**config.mk**
```make
export PLATFORM = sky130hd
export DESIGN_NAME = status_text_writer
export DESIGN_NICKNAME = d
export VERILOG_FILES = /design/src/rtl/status_text_writer.sv
export SDC_FILE = /design/constraint.sdc
export NUM_CORES = 1
export LEC_CHECK = 0
export BUFFER_PORTS_ARGS = -buffer_cell sky130_fd_sc_hd__buf_2
export CORE_MARGIN = 3
export CORE_UTILIZATION = 30
export DETAILED_ROUTE_END_ITERATION = 16
export SYNTH_ARGS = -nofsm -noshare
export SYNTH_HDL_FRONTEND = slang
export SYNTH_SLANG_ARGS = --single-unit
```
**constraint.sdc**
```tcl
create_clock -name clk -period 8.7 [get_ports clk]
set_clock_uncertainty 0.2 [all_clocks]
set_input_delay 0.435 -clock clk [delete_from_list [all_inputs] [get_ports clk]]
set_output_delay 0.435 -clock clk [all_outputs]
set_load 0.05 [all_outputs]
```
**src/rtl/status_text_writer.sv**
```systemverilog
// Refreshes a 32-cell character RAM with a state message and a decimal attempt count.
// A pass converts the count to BCD (12 cycles) and then streams 32 bytes.
module status_text_writer #(
  parameter int NUM_CHARS = 32,
  parameter int ADDR_BITS = 5
) (
  input  logic                 clk,
  input  logic                 rst_n,
  input  logic [3:0]           next_state,
  input  logic [11:0]          tries,
  output logic                 mem_wr_en,
  output logic [ADDR_BITS-1:0] mem_wr_addr,
  output logic [7:0]           mem_wr_data,
  output logic                 busy
);

  typedef enum logic [1:0] {IDLE, CONVERT, WRITE} fsm_state_t;

  localparam logic [ADDR_BITS-1:0] LAST_ADDR = ADDR_BITS'(NUM_CHARS - 1);

  fsm_state_t           state_reg, state_next;
  logic                 force_reg, force_next;
  logic [3:0]           ns_lat_reg, ns_lat_next;
  logic [11:0]          tries_lat_reg, tries_lat_next;
  logic [11:0]          bin_reg, bin_next;
  logic [15:0]          bcd_reg, bcd_next;
  logic [15:0]          bcd_adj;
  logic [3:0]           cyc_reg, cyc_next;
  logic                 wr_en_reg, wr_en_next;
  logic [ADDR_BITS-1:0] addr_reg, addr_next;
  logic [7:0]           data_reg, data_next;
  logic                 busy_reg, busy_next;

  // Double-dabble correction: any BCD digit >= 5 gets +3 before the shift.
  genvar gi;
  generate
    for (gi = 0; gi < 4; gi++) begin : g_adj
      assign bcd_adj[gi*4 +: 4] = (bcd_reg[gi*4 +: 4] >= 4'd5) ?
                                  bcd_reg[gi*4 +: 4] + 4'd3 : bcd_reg[gi*4 +: 4];
    end
  endgenerate

  function automatic logic [7:0] hex_ascii(input logic [3:0] h);
    hex_ascii = (h < 4'd10) ? 8'h30 + {4'h0, h} : 8'h37 + {4'h0, h};
  endfunction

  function automatic logic [7:0] char_at(input logic [ADDR_BITS-1:0] addr,
                                         input logic [3:0] code,
                                         input logic [15:0] bcd);
    logic [127:0] line;
    logic [55:0]  label;
    logic [3:0]   dig;
    logic         blank;
    int unsigned  idx;
    idx     = 32'(addr);
    label   = "TRIES: ";
    line    = {16{8'h20}};
    dig     = 4'h0;
    blank   = 1'b0;
    char_at = 8'h20;
    if (idx < 16) begin
      case (code)
        4'd0:    line = {"LOCKED", {10{8'h20}}};
        4'd1:    line = {"UNLOCKED", {8{8'h20}}};
        4'd2:    line = {"ENTER CODE", {6{8'h20}}};
        4'd3:    line = {"WRONG CODE", {6{8'h20}}};
        4'd4:    line = {"ALARM", {11{8'h20}}};
        default: line = {"STATE ", hex_ascii(code), {9{8'h20}}};
      endcase
      char_at = line[8*(15-idx) +: 8];
    end else if (idx < 23) begin
      char_at = label[8*(22-idx) +: 8];
    end else if (idx < 27) begin
      dig = bcd[4*(26-idx) +: 4];
      // Leading zeros blank out; the units digit is always shown.
      case (idx)
        23:      blank = (bcd[15:12] == 4'h0);
        24:      blank = (bcd[15:8] == 8'h0);
        25:      blank = (bcd[15:4] == 12'h0);
        default: blank = 1'b0;
      endcase
      char_at = blank ? 8'h20 : 8'h30 + {4'h0, dig};
    end
  endfunction

  always_ff @(posedge clk or negedge rst_n) begin
    if (!rst_n) begin
      state_reg     <= IDLE;
      force_reg     <= 1'b1;
      ns_lat_reg    <= 4'h0;
      tries_lat_reg <= 12'h0;
      bin_reg       <= 12'h0;
      bcd_reg       <= 16'h0;
      cyc_reg       <= 4'h0;
      wr_en_reg     <= 1'b0;
      addr_reg      <= '0;
      data_reg      <= 8'h20;
      busy_reg      <= 1'b0;
    end else begin
      state_reg     <= state_next;
      force_reg     <= force_next;
      ns_lat_reg    <= ns_lat_next;
      tries_lat_reg <= tries_lat_next;
      bin_reg       <= bin_next;
      bcd_reg       <= bcd_next;
      cyc_reg       <= cyc_next;
      wr_en_reg     <= wr_en_next;
      addr_reg      <= addr_next;
      data_reg      <= data_next;
      busy_reg      <= busy_next;
    end
  end

  always_comb begin
    state_next     = state_reg;
    force_next     = force_reg;
    ns_lat_next    = ns_lat_reg;
    tries_lat_next = tries_lat_reg;
    bin_next       = bin_reg;
    bcd_next       = bcd_reg;
    cyc_next       = cyc_reg;
    wr_en_next     = 1'b0;
    addr_next      = addr_reg;
    data_next      = data_reg;
    busy_next      = busy_reg;
    case (state_reg)
      IDLE: begin
        if (force_reg || (next_state != ns_lat_reg) || (tries != tries_lat_reg)) begin
          ns_lat_next    = next_state;
          tries_lat_next = tries;
          force_next     = 1'b0;
          bin_next       = tries;
          bcd_next       = 16'h0;
          cyc_next       = 4'h0;
          busy_next      = 1'b1;
          state_next     = CONVERT;
        end
      end
      CONVERT: begin
        bcd_next = {bcd_adj[14:0], bin_reg[11]};
        bin_next = {bin_reg[10:0], 1'b0};
        cyc_next = cyc_reg + 4'd1;
        // Last shift lands together with the first write beat being registered.
        if (cyc_reg == 4'd11) begin
          state_next = WRITE;
          wr_en_next = 1'b1;
          addr_next  = '0;
          data_next  = char_at('0, ns_lat_reg, bcd_reg);
        end
      end
      WRITE: begin
        if (addr_reg == LAST_ADDR) begin
          state_next = IDLE;
          busy_next  = 1'b0;
        end else begin
          wr_en_next = 1'b1;
          addr_next  = addr_reg + 1'b1;
          data_next  = char_at(addr_next, ns_lat_reg, bcd_reg);
        end
      end
      default: state_next = IDLE;
    endcase
  end

  assign mem_wr_en   = wr_en_reg;
  assign mem_wr_addr = addr_reg;
  assign mem_wr_data = data_reg;
  assign busy        = busy_reg;

endmodule

```
Word-level counts from Yosys, hierarchy flattened
Index checks and enable logic that the tools add are counted.
Word-level totals
  bits in registers: 66
  output and inout port bits: 15
  logic and storage cells: 107
Operators by class
  add/subtract/negate cells: 12
  order comparisons: 8
  eq/ne operators: 17
  shift operators: 3
  multiplexer cells: 41
  reduce and logical (&&, ||, !) cells: 15
Operator list (count)
  $pmux 125 s5: 1
  $mux 128: 3
  $shiftx 128x33->8: 1
  $shiftx 56x33->8 const A: 1
  $shiftx 16x33->4: 1
  $mux 8: 4
  $pmux 16 s2: 1
  $pmux 12 s2: 1
  $add 6x4->7 const A: 3
  $mux 7: 3
  $eq 5x5->1 const B: 4
  $ge 4x3->1 const B: 4
  $mux 16: 1
  $mux 4: 4
  $pmux 8 s2: 1
  $lt 5x5->1 const B: 3
  $add 4x2->4 const B: 3
  $logic_not 12->1: 1
  $mux 12: 1
  $ne 12x12->1: 1
  $sub 5x5->6 const A: 2
  $mux 5: 2
  $pmux 5 s2: 1
  $mux 1: 9
  26 further kinds: 40

Depth between registers and ports, before layout
  depth after elaboration: 14
  mapped depth: 11

Worst setup path after synthesis
No wires, ideal clock.
  kind: flip-flop to flip-flop
  start point: register addr_reg[0], in the netlist mem_wr_addr[0]
  end point: register data_reg[2], in the netlist mem_wr_data[2]
  library setup time: 127 ps
  arrival time: 2813 ps
  required time: 8373 ps
  slack: 5560 ps
  stages on the path, launching flop included: 11
  path buffers: 4
  cells stage by stage: dfrtp_1 buf_2 inv_2 clkbuf_1 ha_1 clkbuf_1 clkbuf_1 o311ai_0 a311o_1 a211oi_1 a21oi_1
Between the ends
  word-level cells in the longest chain between the ends: 14
  elaborated cells between the ends (all ways): 29
  classes of those cells: add/sub (5); order compare (3); eq/ne (5); shift (3); mux (12); reduce/logical (1)
Ends and longest elaborated chain
  start, declared: line 30  | logic [ADDR_BITS-1:0] addr_reg, addr_next;
  start signal, assigned: line 108  | addr_reg <= addr_next;
  branches (longest 14 deep; another with $add 6x4->7)
  end signal, assigned: line 109  | data_reg <= data_next;
  end, declared: line 31  | logic [7:0] data_reg, data_next;
Several ways; the timed one is not identified. The select of a mux whose other input is x is not followed.
A chain may end at the register's enable or synchronous reset.

Worst setup path in the final report
Ends and elaborated chain as after synthesis.

==> results.sh <==
export IMPL_run_status="completed"
export IMPL_clockPowerShare=0.501
export IMPL_drtIter0Drc=501
export IMPL_drive_above_1_share=0.131
export IMPL_critPathTopFamily="compound AO/OA/AOI/OAI gates"
export IMPL_fin_tns_setup_ns=0
export IMPL_rsz0062_at_grt="no"
export IMPL_synthFlopType="dfrtp_1"
export IMPL_cp_max_fo=38
export IMPL_die_x_um=132
export IMPL_num_io_pins=33
export IMPL_drc_errors=0
export IMPL_intPower_w=0.000580
export IMPL_drv_cap=0
export IMPL_grtUsageTotal=0.153
export IMPL_worstSetupPathType="flop to flop"
export IMPL_initial_core_util=0.311
export IMPL_synth_distinct_cells=69
export IMPL_dp_slack_ns=5.17
export IMPL_power_frac_comb=0.084
export IMPL_power_per_cell_area_mw_per_mm2=142
export IMPL_timing_fmax_mhz=277
export IMPL_grt_max_degree=66
export IMPL_total_power_w=0.000768
export IMPL_layout_min_cycle_time_ns=3.61
export IMPL_leakagePower_nw=2.23
export IMPL_port_buffers=31
export IMPL_crit_path_max_incr_delay_ns=0.45
export IMPL_cts_tree="yes"
export IMPL_dieArea_mm2=0.0176
export IMPL_syn_inst=550
export IMPL_grt_pass1_vias=4165
export IMPL_firstDrtPassIters=5
export IMPL_num_vias=4246
export IMPL_postCtsHoldBufs=0
export IMPL_setup_viol=0
export IMPL_synth_area_leaders="dfrtp_1, ha_1, xnor2_1"
export IMPL_critPathRequiredTime_ns=8.73
export IMPL_slew_headroom=0.299
export IMPL_r2r_start="mem_wr_addr[0]$_DFFE_PN0P_"
export IMPL_post_cts_setup_buffer_count=0
export IMPL_critPathMostFrequentCell="ha_1"
export IMPL_clk_pin_slew_ns=0.06
export IMPL_grt_antenna_before_repair=0
export IMPL_yosysTopAreaCell="dfrtp_1"
export IMPL_ir_worst_vdd_mv=0.0802
export IMPL_seqPwrFrac=0.415
export IMPL_synth_avg_cell_area_um2=8.73
export IMPL_power_switching_w=0.000188
export IMPL_synth_edf_count=0
export IMPL_r2r_end="mem_wr_data[2]$_DFFE_PN0P_"
export IMPL_clk_latency_ns=0.34
export IMPL_viasPerCell=5.49
export IMPL_maxSlewViolCount=0
export IMPL_clkSinkCount=65
export IMPL_hpwlAfterDp_mm=9.23
export IMPL_worst_pin_slew_ns=1.04
export IMPL_cp_num_buf_inv=2
export IMPL_rows=45
export IMPL_syn2layout_area_growth_pct=12.7
export IMPL_layout_setup_ws_ns=5.09
export IMPL_diodes=0
export IMPL_dp_cells=758
export IMPL_synth_fp_nets=593
export IMPL_routed_wl_mm=13.2
export IMPL_coreArea_mm2=0.0154
export IMPL_cts_root_buffer="clkbuf_16"
export IMPL_ant_nets=0
export IMPL_wl_per_cell_um=17.1
export IMPL_cp_slowest_cell="ha_1"
export IMPL_ff2ff_path_depth=10
export IMPL_ys_seq_area_frac=0.339
export IMPL_ys_warn_count=0
export IMPL_cts_max_path_buffers=2
export IMPL_fillers=1607
export IMPL_fin_nets=601
export IMPL_finalCritPeriodShare=0.415
export IMPL_cts_inserted_buffers=9
export IMPL_yosysTopAreaCellShare=0.328
export IMPL_final_cells=774
export IMPL_crit_end="mem_wr_data[2]$_DFFE_PN0P_"
export IMPL_globalRoute_totalOverflow=0
export IMPL_crit_start="mem_wr_addr[0]$_DFFE_PN0P_"
export IMPL_synth_area_mm2=0.00480
export IMPL_die_y_um=132
export IMPL_cts_resized=0
export IMPL_swShare=0.244
export IMPL_min_path_type="input pin to asynchronous set/reset pin"
export IMPL_htreeDepth=3
export IMPL_place_gp_congestion=0.868
export IMPL_endpoint_kind="flop"
export IMPL_hold_viol=0
export IMPL_cp_depth=10
export IMPL_largest_reg_flops=16
export IMPL_start_kind="flop"
export IMPL_synth_seq_cells=65
export IMPL_crit_arrival_ns=3.63
export IMPL_postSynth_asyncResetShare=1.00
export IMPL_grt_pass1_wl_mm=22.0
export IMPL_crit_chain="buf_4, ha_1, and3_1, ha_1, inv_1, nand2_1, o311ai_0, a311o_1, a211oi_1, a21oi_1"
export IMPL_r2r_slack_ns=5.09
-- cell usage in the layout, fill, tap and decap left out, drive strengths merged, types with 12 or more instances in the layout --
| cell | Yosys | final |
|---|---|---|
| clkbuf | 18 | 12 |
| inv | 24 | 24 |
| o21ai | 52 | 52 |
| nor2 | 36 | 36 |
| dfrtp | 63 | 63 |
| a21oi | 35 | 35 |
| nand3 | 25 | 25 |
| xnor2 | 27 | 27 |
| ha | 25 | 25 |
| mux2i | 12 | 12 |
| buf | 21 | 36 |
| nand2 | 47 | 47 |
| mux2 | 15 | 15 |
-- power by group through the flow --
stage	Combinational [W]	Sequential, W	Clock (W)
after floorplan	0.0000437	0.000320	0
after global placement	0.0000641	0.000324	0
after detailed placement	0.0000645	0.000324	0
after CTS	0.0000650	0.000319	0.000395
after global routing	0.0000721	0.000320	0.000408
final	0.0000647	0.000319	0.000385
-- worst min-delay path by stage --
stage                                           from                          to  slack, ns  cells after the start
after floorplan                                rst_n      bcd_reg[0]$_DFFE_PN0P_      -0.06                      0
after global placement    mem_wr_data[5]$_DFFE_PN1P_  mem_wr_data[5]$_DFFE_PN1P_       0.26                      2
after detailed placement  mem_wr_data[5]$_DFFE_PN1P_  mem_wr_data[5]$_DFFE_PN1P_       0.26                      2
after CTS                                      rst_n  mem_wr_addr[2]$_DFFE_PN0P_       0.12                      2
after global routing                           rst_n  mem_wr_addr[2]$_DFFE_PN0P_       0.15                      2
final                                          rst_n  mem_wr_addr[2]$_DFFE_PN0P_       0.06                      2
-- cell type report --
class	count	area, um^2	area share
clock buffers	12	267	0.0493
clock inverters	4	50.0	0.00925
inverters	24	90.1	0.0167
multi-input cells	422	2920	0.539
flip-flops and latches	65	1630	0.301
well taps	211	264	0.0488
repair buffers	36	193	0.0356
-- Yosys cell counts (all sizes together) (3+ instances only) --
library cell	number
dfrtp	63
o21ai	52
nand2	47
nor2	36
a21oi	35
xnor2	27
ha	25
nand3	25
inv	24
buf	21
clkbuf	18
mux2	15
mux2i	12
nand2b	11
a31oi	10
nand4	10
nor3	10
nor2b	9
o2bb2ai	7
o31ai	7
nor4	6
o211ai	5
xor2	5
and3	4
mux4	4
o2111ai	4
or4	4
a211oi	3
o21a	3
o221ai	3
o41ai	3
or2	3
or3	3
-- cell families after synthesis --
logic type,Yosys count,synth area share
AO/OA/AOI/OAI,159,0.215
XOR/XNOR,32,0.0615
adder cells (fa/ha/maj),25,0.0652
buffers and inverters,63,0.0560
flip-flops,65,0.339
multiplexers,31,0.0790
other,1,0.000781
AND/OR/NAND/NOR,174,0.183
-- stage by stage --
stage	area, um^2	hold slack, ns	util
CTS	5410	0.117	0.351
global route	5410	0.148	0.351
finish	5410	0.0647	0.351
global placement	5090	0.260	0.330
detailed placement	5090	0.260	0.330
floorplan	4800	-0.0606	-
-- worst register-to-register path, stage by stage, from the launching register on --
cell	delay, ns
dfrtp_1	0.32
buf_4	0.38
ha_1	0.47
and3_1	0.23
ha_1	0.43
inv_1	0.32
nand2_1	0.23
o311ai_0	0.18
a311o_1	0.42
a211oi_1	0.25
a21oi_1	0.06
-- layer usage --
layer / wire (um) / vias to the layer above / track usage
met5: 0 / - / 0
met3: 688 / 22 / 0.0297
met4: 270 / 0 / 0.0589
met1: 5910 / 2072 / 0.201
li1: - / 2020 / -
met2: 6380 / 132 / 0.250
Note: power is estimated with default switching activity, not from simulation.
